===== config.mk =====
export PLATFORM = sky130hd
export DESIGN_NAME = microroc_readout
export DESIGN_NICKNAME = d
export VERILOG_FILES = /design/src/rtl/microroc_readout_pkg.sv /design/src/rtl/pin_sync2.sv /design/src/rtl/microroc_readout.sv
export SDC_FILE = /design/constraint.sdc
export NUM_CORES = 1
export LEC_CHECK = 0
export CORE_ASPECT_RATIO = 2
export CORE_MARGIN = 5
export CORE_UTILIZATION = 34
export CTS_CLUSTER_DIAMETER = 100
export DETAILED_ROUTE_END_ITERATION = 12
export SLEW_MARGIN = 15
export SYNTH_ARGS = -nofsm -noshare
export SYNTH_HDL_FRONTEND = slang
export SYNTH_HIERARCHICAL = 1
export SYNTH_SLANG_ARGS = --single-unit

===== constraint.sdc =====
create_clock -name Clk -period 3 [get_ports Clk]
set_clock_uncertainty 0.2 [all_clocks]
set_input_delay 0.45 -clock Clk [delete_from_list [all_inputs] [get_ports Clk]]
set_output_delay 0.45 -clock Clk [all_outputs]
set_load 0.03 [all_outputs]

===== src/rtl/microroc_readout_pkg.sv =====
// ----------------------------------------------------------------------------
// microroc_readout_pkg
// Shared definitions for the Microroc serial readout front-end:
//   - WORD_W                : deserialised word width (16)
//   - DEF_START_PULSE_CYCLES: default START_READOUT pulse width in clocks
//   - DEF_TIMEOUT_CYCLES    : default wait-state timeout in clocks
//   - state_t               : readout FSM state encoding
//   - left_justify()        : moves a partial word from the LSBs to the MSBs
// ----------------------------------------------------------------------------
package microroc_readout_pkg;

  localparam int WORD_W                 = 16;
  localparam int DEF_START_PULSE_CYCLES = 4;
  localparam int DEF_TIMEOUT_CYCLES     = 65535;

  typedef enum logic [2:0] {
    ST_IDLE     = 3'd0,
    ST_START    = 3'd1,
    ST_WAIT_TX  = 3'd2,
    ST_SHIFT    = 3'd3,
    ST_WAIT_END = 3'd4,
    ST_DONE     = 3'd5
  } state_t;

  // The shift register collects bits into its LSBs; a partial word of
  // nbits bits is moved up so the first received bit sits at bit 15 and the
  // unfilled LSBs are zero.
  function automatic logic [WORD_W-1:0] left_justify(input logic [WORD_W-1:0] bits,
                                                     input logic [4:0]        nbits);
    logic [4:0] amount;
    amount = 5'(WORD_W) - nbits;
    return bits << amount;
  endfunction

endpackage


===== src/rtl/pin_sync2.sv =====
// ----------------------------------------------------------------------------
// pin_sync2
// Two-flop synchroniser for a bundle of asynchronous input pins. All bits go
// through the same depth so pins that change together stay aligned.
// Ports:
//   i_clk   : destination clock
//   i_rst_n : asynchronous active-low reset (both stages load RST_VAL)
//   i_d     : asynchronous pin inputs
//   o_q     : synchronised outputs, 2 clocks of latency
// ----------------------------------------------------------------------------
module pin_sync2 #(
  parameter int           W       = 1,
  parameter logic [W-1:0] RST_VAL = '0
) (
  input  logic         i_clk,
  input  logic         i_rst_n,
  input  logic [W-1:0] i_d,
  output logic [W-1:0] o_q
);

  logic [W-1:0] r_meta;
  logic [W-1:0] r_sync;

  always_ff @(posedge i_clk or negedge i_rst_n) begin
    if (!i_rst_n) begin
      r_meta <= RST_VAL;
      r_sync <= RST_VAL;
    end else begin
      r_meta <= i_d;
      r_sync <= r_meta;
    end
  end

  assign o_q = r_sync;

endmodule


===== src/rtl/microroc_readout.sv =====
// ----------------------------------------------------------------------------
// microroc_readout
// Serial readout front-end for the Microroc ASIC RAM. A StartReadout request
// pulses START_READOUT, then DOUT is deserialised MSB first into 16-bit words
// while TRANSMITON (active low) is asserted. END_READOUT or a wait-state
// timeout finishes the readout with a one-cycle EndReadout pulse.
// Ports:
//   Clk, reset_n    : clock, asynchronous active-low reset
//   StartReadout    : one-cycle request, honoured in IDLE only
//   EndReadout      : one-cycle pulse, once per accepted request
//   START_READOUT   : pin to ASIC, high for START_PULSE_CYCLES clocks
//   TRANSMITON      : pin from ASIC, active low, asynchronous
//   DOUT            : serial data pin from ASIC, asynchronous
//   END_READOUT     : pin from ASIC, active high, asynchronous
//   MicrorocData    : last emitted word (held until the next one)
//   MicrorocData_en : one-cycle strobe for MicrorocData
//   WordCount       : words emitted in current/last readout (saturating)
//   ReadoutError    : sticky timeout / partial-word flag, cleared on start
//   dbg_state       : current FSM state (state_t encoding)
// Handshake: MicrorocData_en is a valid-only strobe. There is no ready; the
// consumer must take MicrorocData in every cycle where MicrorocData_en is 1.
// ----------------------------------------------------------------------------
module microroc_readout
  import microroc_readout_pkg::*;
#(
  parameter int START_PULSE_CYCLES = DEF_START_PULSE_CYCLES,
  parameter int TIMEOUT_CYCLES     = DEF_TIMEOUT_CYCLES
) (
  input  logic        Clk,
  input  logic        reset_n,
  input  logic        StartReadout,
  output logic        EndReadout,
  output logic        START_READOUT,
  input  logic        TRANSMITON,
  input  logic        DOUT,
  input  logic        END_READOUT,
  output logic [15:0] MicrorocData,
  output logic        MicrorocData_en,
  output logic [15:0] WordCount,
  output logic        ReadoutError,
  output logic [2:0]  dbg_state
);

  // Synchronised pins: bit 0 TRANSMITON (resets inactive high), bit 1 DOUT,
  // bit 2 END_READOUT.
  logic [2:0] w_pins_sync;
  logic       w_tx_n;
  logic       w_dout;
  logic       w_end;

  pin_sync2 #(
    .W       (3),
    .RST_VAL (3'b001)
  ) u_pin_sync2 (
    .i_clk   (Clk),
    .i_rst_n (reset_n),
    .i_d     ({END_READOUT, DOUT, TRANSMITON}),
    .o_q     (w_pins_sync)
  );

  assign w_tx_n = w_pins_sync[0];
  assign w_dout = w_pins_sync[1];
  assign w_end  = w_pins_sync[2];

  state_t             r_state;
  state_t             w_next_state;
  logic [7:0]         r_pulse_cnt;
  logic [15:0]        r_tmo;
  logic [4:0]         r_bitcnt;
  logic [WORD_W-1:0]  r_shift;
  logic [WORD_W-1:0]  r_data;
  logic               r_en;
  logic [15:0]        r_wcnt;
  logic               r_err;
  logic               r_start_pin;
  logic               r_end_pulse;

  logic               w_tmo_expired;
  logic               w_clear;
  logic               w_shift;
  logic               w_flush;
  logic               w_set_err;
  logic               w_word_full;
  logic [WORD_W-1:0]  w_shift_word;

  assign w_tmo_expired = (r_tmo == 16'(TIMEOUT_CYCLES - 1));
  assign w_shift_word  = {r_shift[WORD_W-2:0], w_dout};
  assign w_word_full   = w_shift && (r_bitcnt == 5'(WORD_W - 1));

  // Next-state and datapath control.
  always_comb begin
    w_next_state = r_state;
    w_clear      = 1'b0;
    w_shift      = 1'b0;
    w_flush      = 1'b0;
    w_set_err    = 1'b0;
    case (r_state)
      ST_IDLE: begin
        if (StartReadout) begin
          w_next_state = ST_START;
          w_clear      = 1'b1;
        end
      end
      ST_START: begin
        if (r_pulse_cnt == 8'(START_PULSE_CYCLES - 1)) w_next_state = ST_WAIT_TX;
      end
      ST_WAIT_TX: begin
        // The synced DOUT in the cycle TRANSMITON is first seen low is the
        // first data bit, so it is captured here rather than in SHIFT.
        if (!w_tx_n) begin
          w_shift      = 1'b1;
          w_next_state = ST_SHIFT;
        end else if (w_tmo_expired) begin
          w_set_err    = 1'b1;
          w_next_state = ST_DONE;
        end
      end
      ST_SHIFT: begin
        if (!w_tx_n) begin
          w_shift = 1'b1;
        end else begin
          w_next_state = ST_WAIT_END;
          if (r_bitcnt != 5'd0) begin
            w_flush   = 1'b1;
            w_set_err = 1'b1;
          end
        end
      end
      ST_WAIT_END: begin
        if (w_end) begin
          w_next_state = ST_DONE;
        end else if (w_tmo_expired) begin
          w_set_err    = 1'b1;
          w_next_state = ST_DONE;
        end
      end
      ST_DONE: w_next_state = ST_IDLE;
      default: w_next_state = ST_IDLE;
    endcase
  end

  always_ff @(posedge Clk or negedge reset_n) begin
    if (!reset_n) r_state <= ST_IDLE;
    else          r_state <= w_next_state;
  end

  always_ff @(posedge Clk or negedge reset_n) begin
    if (!reset_n) begin
      r_pulse_cnt <= '0;
      r_tmo       <= '0;
      r_bitcnt    <= '0;
      r_shift     <= '0;
      r_data      <= '0;
      r_en        <= 1'b0;
      r_wcnt      <= '0;
      r_err       <= 1'b0;
      r_start_pin <= 1'b0;
      r_end_pulse <= 1'b0;
    end else begin
      r_pulse_cnt <= (r_state == ST_START) ? r_pulse_cnt + 8'd1 : 8'd0;

      // Timeout restarts on every state change and only advances while
      // waiting on the chip.
      if (w_next_state != r_state)
        r_tmo <= '0;
      else if (r_state == ST_WAIT_TX || r_state == ST_WAIT_END)
        r_tmo <= r_tmo + 16'd1;

      if (w_clear) begin
        r_bitcnt <= '0;
        r_shift  <= '0;
      end else if (w_shift) begin
        r_shift  <= w_shift_word;
        r_bitcnt <= w_word_full ? 5'd0 : r_bitcnt + 5'd1;
      end else if (w_flush) begin
        r_bitcnt <= '0;
      end

      r_en <= w_word_full | w_flush;
      if (w_word_full)  r_data <= w_shift_word;
      else if (w_flush) r_data <= left_justify(r_shift, r_bitcnt);

      if (w_clear)
        r_wcnt <= '0;
      else if ((w_word_full || w_flush) && r_wcnt != 16'hFFFF)
        r_wcnt <= r_wcnt + 16'd1;

      if (w_clear)        r_err <= 1'b0;
      else if (w_set_err) r_err <= 1'b1;

      r_start_pin <= (w_next_state == ST_START);
      r_end_pulse <= (w_next_state == ST_DONE);
    end
  end

  assign START_READOUT   = r_start_pin;
  assign EndReadout      = r_end_pulse;
  assign MicrorocData    = r_data;
  assign MicrorocData_en = r_en;
  assign WordCount       = r_wcnt;
  assign ReadoutError    = r_err;
  assign dbg_state       = r_state;

endmodule


==> run summary, run 1 <==
Distinct cell type count after synthesis - 67
RSZ-0062 raised after global routing - false
Slowest CP cell - ha_1
Reg power frac - 0.361
CTS tree - yes
Net Sw Frac - 0.3725
Max layer used - met4
Largest net degree at the start of global routing - 62
Clock latency on the worst-skew pair - 0.34 ns
WL final - 11990 um
Number of global-route vias before repair - 4003
Clock share of power - 0.283
Number of vias per cell - 5.396
Synth warn - 6
Post-Synth Simple-Gate Area - 0.1809
Routed Antenna Nets - 0
H-tree levels - 3
Path depth of the worst reg2reg path - 6
Met1 Wirelength - 4436 um
Avg WL per Cell - 16.96 um
Met3 WL - 335 um
WP data arrival - 2.73 ns
DRT iter0 DRCs - 168
Worst slew pin tran - 0.7881 ns
Routability cong. - 0.8671
Ys async rst share - 1.000
Top cells by area, synth - dfrtp_1, mux2i_1, nor2_1
First-pass GRT wire length - 19980 um
Crit start category - flip-flop
Crit Reg-Reg Endpoint - MicrorocData[11]
Net Sw Power - 1544 uW
Power per cell area - 721.2 nW/um^2
# diodes - 0
Placed cell count - 688
Leakage - 0.002366 uW
Starting Density - 0.3446
FF+latch count, synth - 90
Post-route DRC violation count - 0
Post-Syn Area - 4787 um^2
Total track usage - 0.1513
Peak supply drop - 0.4880 mV
CP Launch Point - r_bitcnt[1]
CP Class - reg -> reg
Detailed placement HPWL - 8956 um
Post-CTS sizing - 0
Final Critical Period - 2.656 ns
Fin nets - 526
Port buffer count - 44
Predominant post-synthesis flop cell - dfrtp_1
Total power - 4145 uW
Chip width - 93.91 um
Syn Inst Count - 468
Comb power frac - 0.357
Hold-fix buffers at CTS - 0
Core ar. - 13890 um^2
CP bufs+invs - 1
FF-to-FF setup slack - 0.34 ns
Period utilization - 0.8854
Post-Syn Nets - 481
# setup viols final - 0
Setup crit end - MicrorocData[11]
DIE HEIGHT - 177.8 um
Clk root buf - clkbuf_16
Mux contribution to synthesized area - 0.07789
Required time worst endpoint - 3.08 ns
I/O Pins - 45
Util after Layout - 0.4138
Row Count - 61
Routed wire length on met2 - 6715 um
Critical path depth - 6
Clock Pin Slew Worst Setup and Hold Paths - 0.07 ns
Setup TNS - 0 ns
DR vias - 3815
Reg-to-reg startpoint - r_bitcnt[1]
Int Power - 2601 uW
Relative slew slack - 0.4746
Fraction of the mapped netlist area in compound gates - 0.1553
Crit path max fanout - 11
Yosys top cell by area - dfrtp_1
Post-synth top cells - dfrtp_1, nor2_1, nand2_1
DR pass1 iterations - 5
Cell family with most CP delay - multiplexers
Worst Setup End Kind - flip-flop
Violated checks - negative hold slack
Largest family of logic cells by synthesized area - simple AND/OR/NAND/NOR gates
Synth Area in XOR/XNOR - 0.05829
Hold_ws - -0.01315 ns
Pins over their slew limit - 0
Grt ovf - 0
Fin. Hold Viols - 10
Status - finished, violations left
Fill count - 1395
Post-synth EDFFs - 0
FMAX - 376.5 MHz
Clock sinks - 90
Synth Area in Adders - 0.01830
HP Class - in -> async
Max-Cap Viols - 0
Inserted Clock Buffers - 9
Clock tree buffer depth - 2
Synth top area share - 0.4600
Die ar. - 16700 um^2
Post-synthesis sequential area ratio - 0.4710
Crit-path cells - inv_1 -> ha_1 -> mux2i_1 -> mux4_2 -> o21ai_0 -> o22a_1
Critical Path Max Stage Delay - 0.65 ns
Mean Syn Cell Area - 10.23 um^2
Fraction of layout instances using a drive strength above 1 - 0.1081
Top-count cell post-synth - dfrtp_1
Layout Cells excl Fill - 707
Initial antenna violation count - 0
Area delta synth->final - 20.07%
[state kept, by name, indices dropped and copies added, names as in the netlist, 3 cells and up]
register            count
MicrorocData           16
WordCount              16
dbg_state               3
u_pin_sync2/o_q         3
u_pin_sync2/r_meta      3
r_shift                16
r_tmo                  16
r_pulse_cnt             8
r_bitcnt                5
[worst min-delay path by stage]
stage | slack (ns) | start | cells past startpoint | endpoint
final | -0.01 | reset_n | 1 | WordCount[0]
after detailed placement | 0.14 | u_pin_sync2/r_meta[1] | 0 | u_pin_sync2/o_q[1]
after global placement | 0.13 | u_pin_sync2/r_meta[2] | 0 | u_pin_sync2/o_q[2]
after CTS | 0.02 | reset_n | 1 | WordCount[15]
after floorplan | -0.05 | reset_n | 0 | EndReadout
after global routing | 0.06 | reset_n | 1 | WordCount[10]
[timing repair]
item | in CTS | in global routing
hold endpoints to repair | 0 | 0
setup endpoints to repair | 0 | 9
buffers inserted | 0 | 3
[power groups by stage]
stage	sequential (uW)	clock [uW]	combinational (uW)
2_1_floorplan	1550	0	1050
3_3_place_gp	1520	0	1460
3_5_place_dp	1520	0	1490
4_1_cts	1500	1210	1490
5_1_grt	1520	1260	1610
6_report	1490	1170	1480
[metrics by stage]
| stage | setup WS [ns] | instance area [um^2] |
|---|---|---|
| CTS | 0.1445 | 5725 |
| detailed placement | 0.1400 | 5410 |
| global placement | 0.2454 | 5410 |
| floorplan | 0.5025 | 4787 |
| finish | 0.3438 | 5748 |
| global route | 0.2677 | 5748 |
[cell usage in the layout, fill, tap and decap left out, types with 9 or more instances in the layout]
cell	count
dfrtp_1	88
nor2_1	56
clkdlybuf4s50_1	43
nand2_1	30
nand3_1	29
o21ai_0	27
mux2i_1	26
xor2_1	24
a22o_1	16
buf_4	15
a22oi_1	13
inv_1	11
a21oi_1	10
nor3_1	9
clkbuf_16	9
[cell families after synthesis]
| kind of cell | count (synthesis) |
|---|---|
| buffers and inverters | 37 |
| xor gates and xnor gates | 31 |
| muxes | 32 |
| AOI/OAI and AO/OA | 102 |
| adders and majority gates | 7 |
| and+or+nand+nor | 169 |
| DFF | 90 |
[cell type report]
cell class,instances,area (um^2),area share
clock inverter,5,62.56,0.01088
tap,189,236.5,0.04114
multi-input combinational,341,2349,0.4086
clock buffer,11,252.7,0.04397
sequential,90,2255,0.3923
timing repair buffer,58,543.0,0.09447
inverter,13,50.05,0.008707
[worst register-to-register path, stage by stage (launching register included)]
cell     delay [ns]
dfrtp_1        0.43
inv_1          0.06
ha_1           0.65
mux2i_1        0.29
mux4_2         0.52
o21ai_0        0.26
o22a_1         0.19
[metal layers]
layer	GRT usage	vias to the layer above
li1	-	1787
met1	0.1590	1901
met2	0.2786	95
met3	0.02546	32
met4	0.08318	0
met5	0	-
Note: power is estimated with default switching activity, not from simulation.
==> run 2: changes to the inputs <==
- CTS_BUF_LIST: unset -> sky130_fd_sc_hd__clkbuf_4
- GPL_TIMING_DRIVEN: unset -> 0
==> run 2 against run 1 <==
The run now ends clean. Via count rose by 0.92%. Largest cell class unchanged. Clock-buffer cell count down 2. Critical endpoint unchanged. Design area down 1.6%. Highest routed layer unchanged. Clock power shrank 41%. Routed wire length increased by 1.4%. Largest power group is now combinational cells.
==> run summary, run 2 (synthesized netlist as in run 1, its figures left out) <==
Relative slew slack - 0.5102
Comb power frac - 0.432
Area delta synth->final - 18.19%
Grt ovf - 0
Register area - 2255 um^2
Peak supply drop - 0.4219 mV
Worst slew pin tran - 0.7320 ns
Cell area after layout - 5658 um^2
Fill count - 1425
WL final - 12160 um
Cell Area, Placed - 5489 um^2
Crit path max fanout - 10
Clock latency on the worst-skew pair - 0.45 ns
Met2 GRT Util - 0.2907
I/O Pins - 45
Required time worst endpoint - 3.20 ns
Post-route DRC violation count - 0
Number of global-route vias before repair - 3962
Clock share of power - 0.185
Crit-path cells - buf_2 -> inv_2 -> ha_1 -> buf_4 -> buf_4 -> mux2i_1 -> mux4_2 -> o21ai_0 -> o22a_1
Status - completed
DR pass1 iterations - 4
Int Power - 2205 uW
Net Sw Power - 1543 uW
FMAX - 347.9 MHz
Critical Path Max Stage Delay - 0.50 ns
Slowest CP cell - mux4_2
HP Class - reg -> reg
Met1 usage - 0.1558
Largest net degree at the start of global routing - 59
Placed cell count - 702
First-pass GRT wire length - 19950 um
Fraction of layout instances using a drive strength above 1 - 0.1168
Total track usage - 0.1525
WP data arrival - 3.07 ns
Pins over their slew limit - 0
Gr busiest metal - met2
Worst Setup End Kind - flip-flop
Clock Pin Slew Worst Setup and Hold Paths - 0.16 ns
Die ar. - 16700 um^2
Detailed placement HPWL - 9233 um
Power per cell area - 662.3 nW/um^2
H-tree levels - 3
# setup viols final - 0
Fin nets - 539
Chip width - 93.91 um
Pre-CTS setup slack - 0.1495 ns
Clk root buf - clkbuf_4
Layout Cells excl Fill - 721
Hold_ws - 0.1654 ns
Final setup margin - 0.1253 ns
Number of vias per cell - 5.340
Reg power frac - 0.382
Leakage - 0.002345 uW
GR Layer Usage met3 - 0.02546
Core ar. - 13890 um^2
Initial antenna violation count - 1
Row Count - 61
Final Critical Period - 2.875 ns
Multi-input gate area in the final layout - 2354 um^2
CP Class - reg -> reg
Crit start category - flip-flop
Routability cong. - 0.8679
Most used cell, CP - buf_4
DIE HEIGHT - 177.8 um
Clock tree buffer depth - 2
Period utilization - 0.9582
Max-Cap Viols - 0
RSZ-0062 raised after global routing - true
Most frequent cells in the layout - dfrtp_1, nor2_1, clkdlybuf4s50_1
Port buffer count - 44
Inserted Clock Buffers - 9
Fin. Hold Viols - 0
Starting Density - 0.3446
DRT iter0 DRCs - 226
Commonest non-fill, non-tap cell in the layout - dfrtp_1
Avg WL per Cell - 16.86 um
Net Sw Frac - 0.4117
Clock sinks - 90
Routed Antenna Nets - 0
Setup TNS - 0 ns
CTS tree - yes
DR vias - 3850
-- run 2: cell types whose count changed in the layout (fill, tap and decap cells not counted), moves of 2 or more --
cell	before	now
clkbuf_16	9	0
clkbuf_8	2	0
clkbuf_1	0	4
buf_2	0	10
clkbuf_4	0	9
buf_4	15	8
buf_1	0	2
inv_6	0	2
-- run 2: stage by stage --
stage,util,power (uW)
floorplan,-,2598
global placement,0.3934,3043
detailed placement,0.3952,3070
CTS,0.4062,3793
global route,0.4073,4001
finish,0.4073,3747
-- run 2: layer usage --
layer / up-vias / wire length, um
met2: 79 / 6923
li1: 1826 / -
met5: - / 0
met3: 29 / 294
met1: 1916 / 4499
met4: 0 / 442
-- run 2: final cells by class --
class | count | share of cell area
multi-input combinational | 341 | 0.4160
timing repair buffer | 47 | 0.08536
clock buffer | 9 | 0.01194
buffer | 24 | 0.02366
sequential | 90 | 0.3985
inverter | 13 | 0.008846
antenna | 1 | 0.0004423
tap | 189 | 0.04180
clock inverter | 7 | 0.01349
-- run 2: repair_timing --
| item | 4_1_cts | 5_1_grt |
|---|---|---|
| hold endpoints to repair | 32 | 0 |
| resized for setup | 0 | 1 |
| setup buffers | 0 | 1 |
| setup endpoints to repair | 0 | 19 |
| hold buffers | 1 | 0 |
-- run 2: worst max-delay path, delay by kind of cell (launching register included) --
| kind | cells | cell delay, ns |
|---|---|---|
| buf+inv | 4 | 0.77 |
| mux | 2 | 0.66 |
| flops | 1 | 0.41 |
| compound gates | 2 | 0.50 |
| fa+ha+maj | 1 | 0.27 |
-- run 2: worst paths after layout --
path                                       startpoint            endpoint  slack [ns]  depth (start not counted)
worst min-delay path            u_pin_sync2/r_meta[0]  u_pin_sync2/o_q[0]        0.17                          0
worst max register to register            r_bitcnt[0]    MicrorocData[11]        0.13                          9
max in group asynchronous                     reset_n  u_pin_sync2/o_q[0]        1.65                          3
min in group asynchronous                     reset_n        WordCount[1]        0.27                          2
worst min register to register  u_pin_sync2/r_meta[0]  u_pin_sync2/o_q[0]        0.17                          0
worst max-delay path                      r_bitcnt[0]    MicrorocData[11]        0.13                          9
-- run 2: power by group through the flow --
stage	clock, uW	sequential (uW)	combinational (uW)
finish	694	1430	1620
global route	780	1450	1770
CTS	733	1430	1630
detailed placement	0	1460	1620
global placement	0	1450	1590
floorplan	0	1550	1050
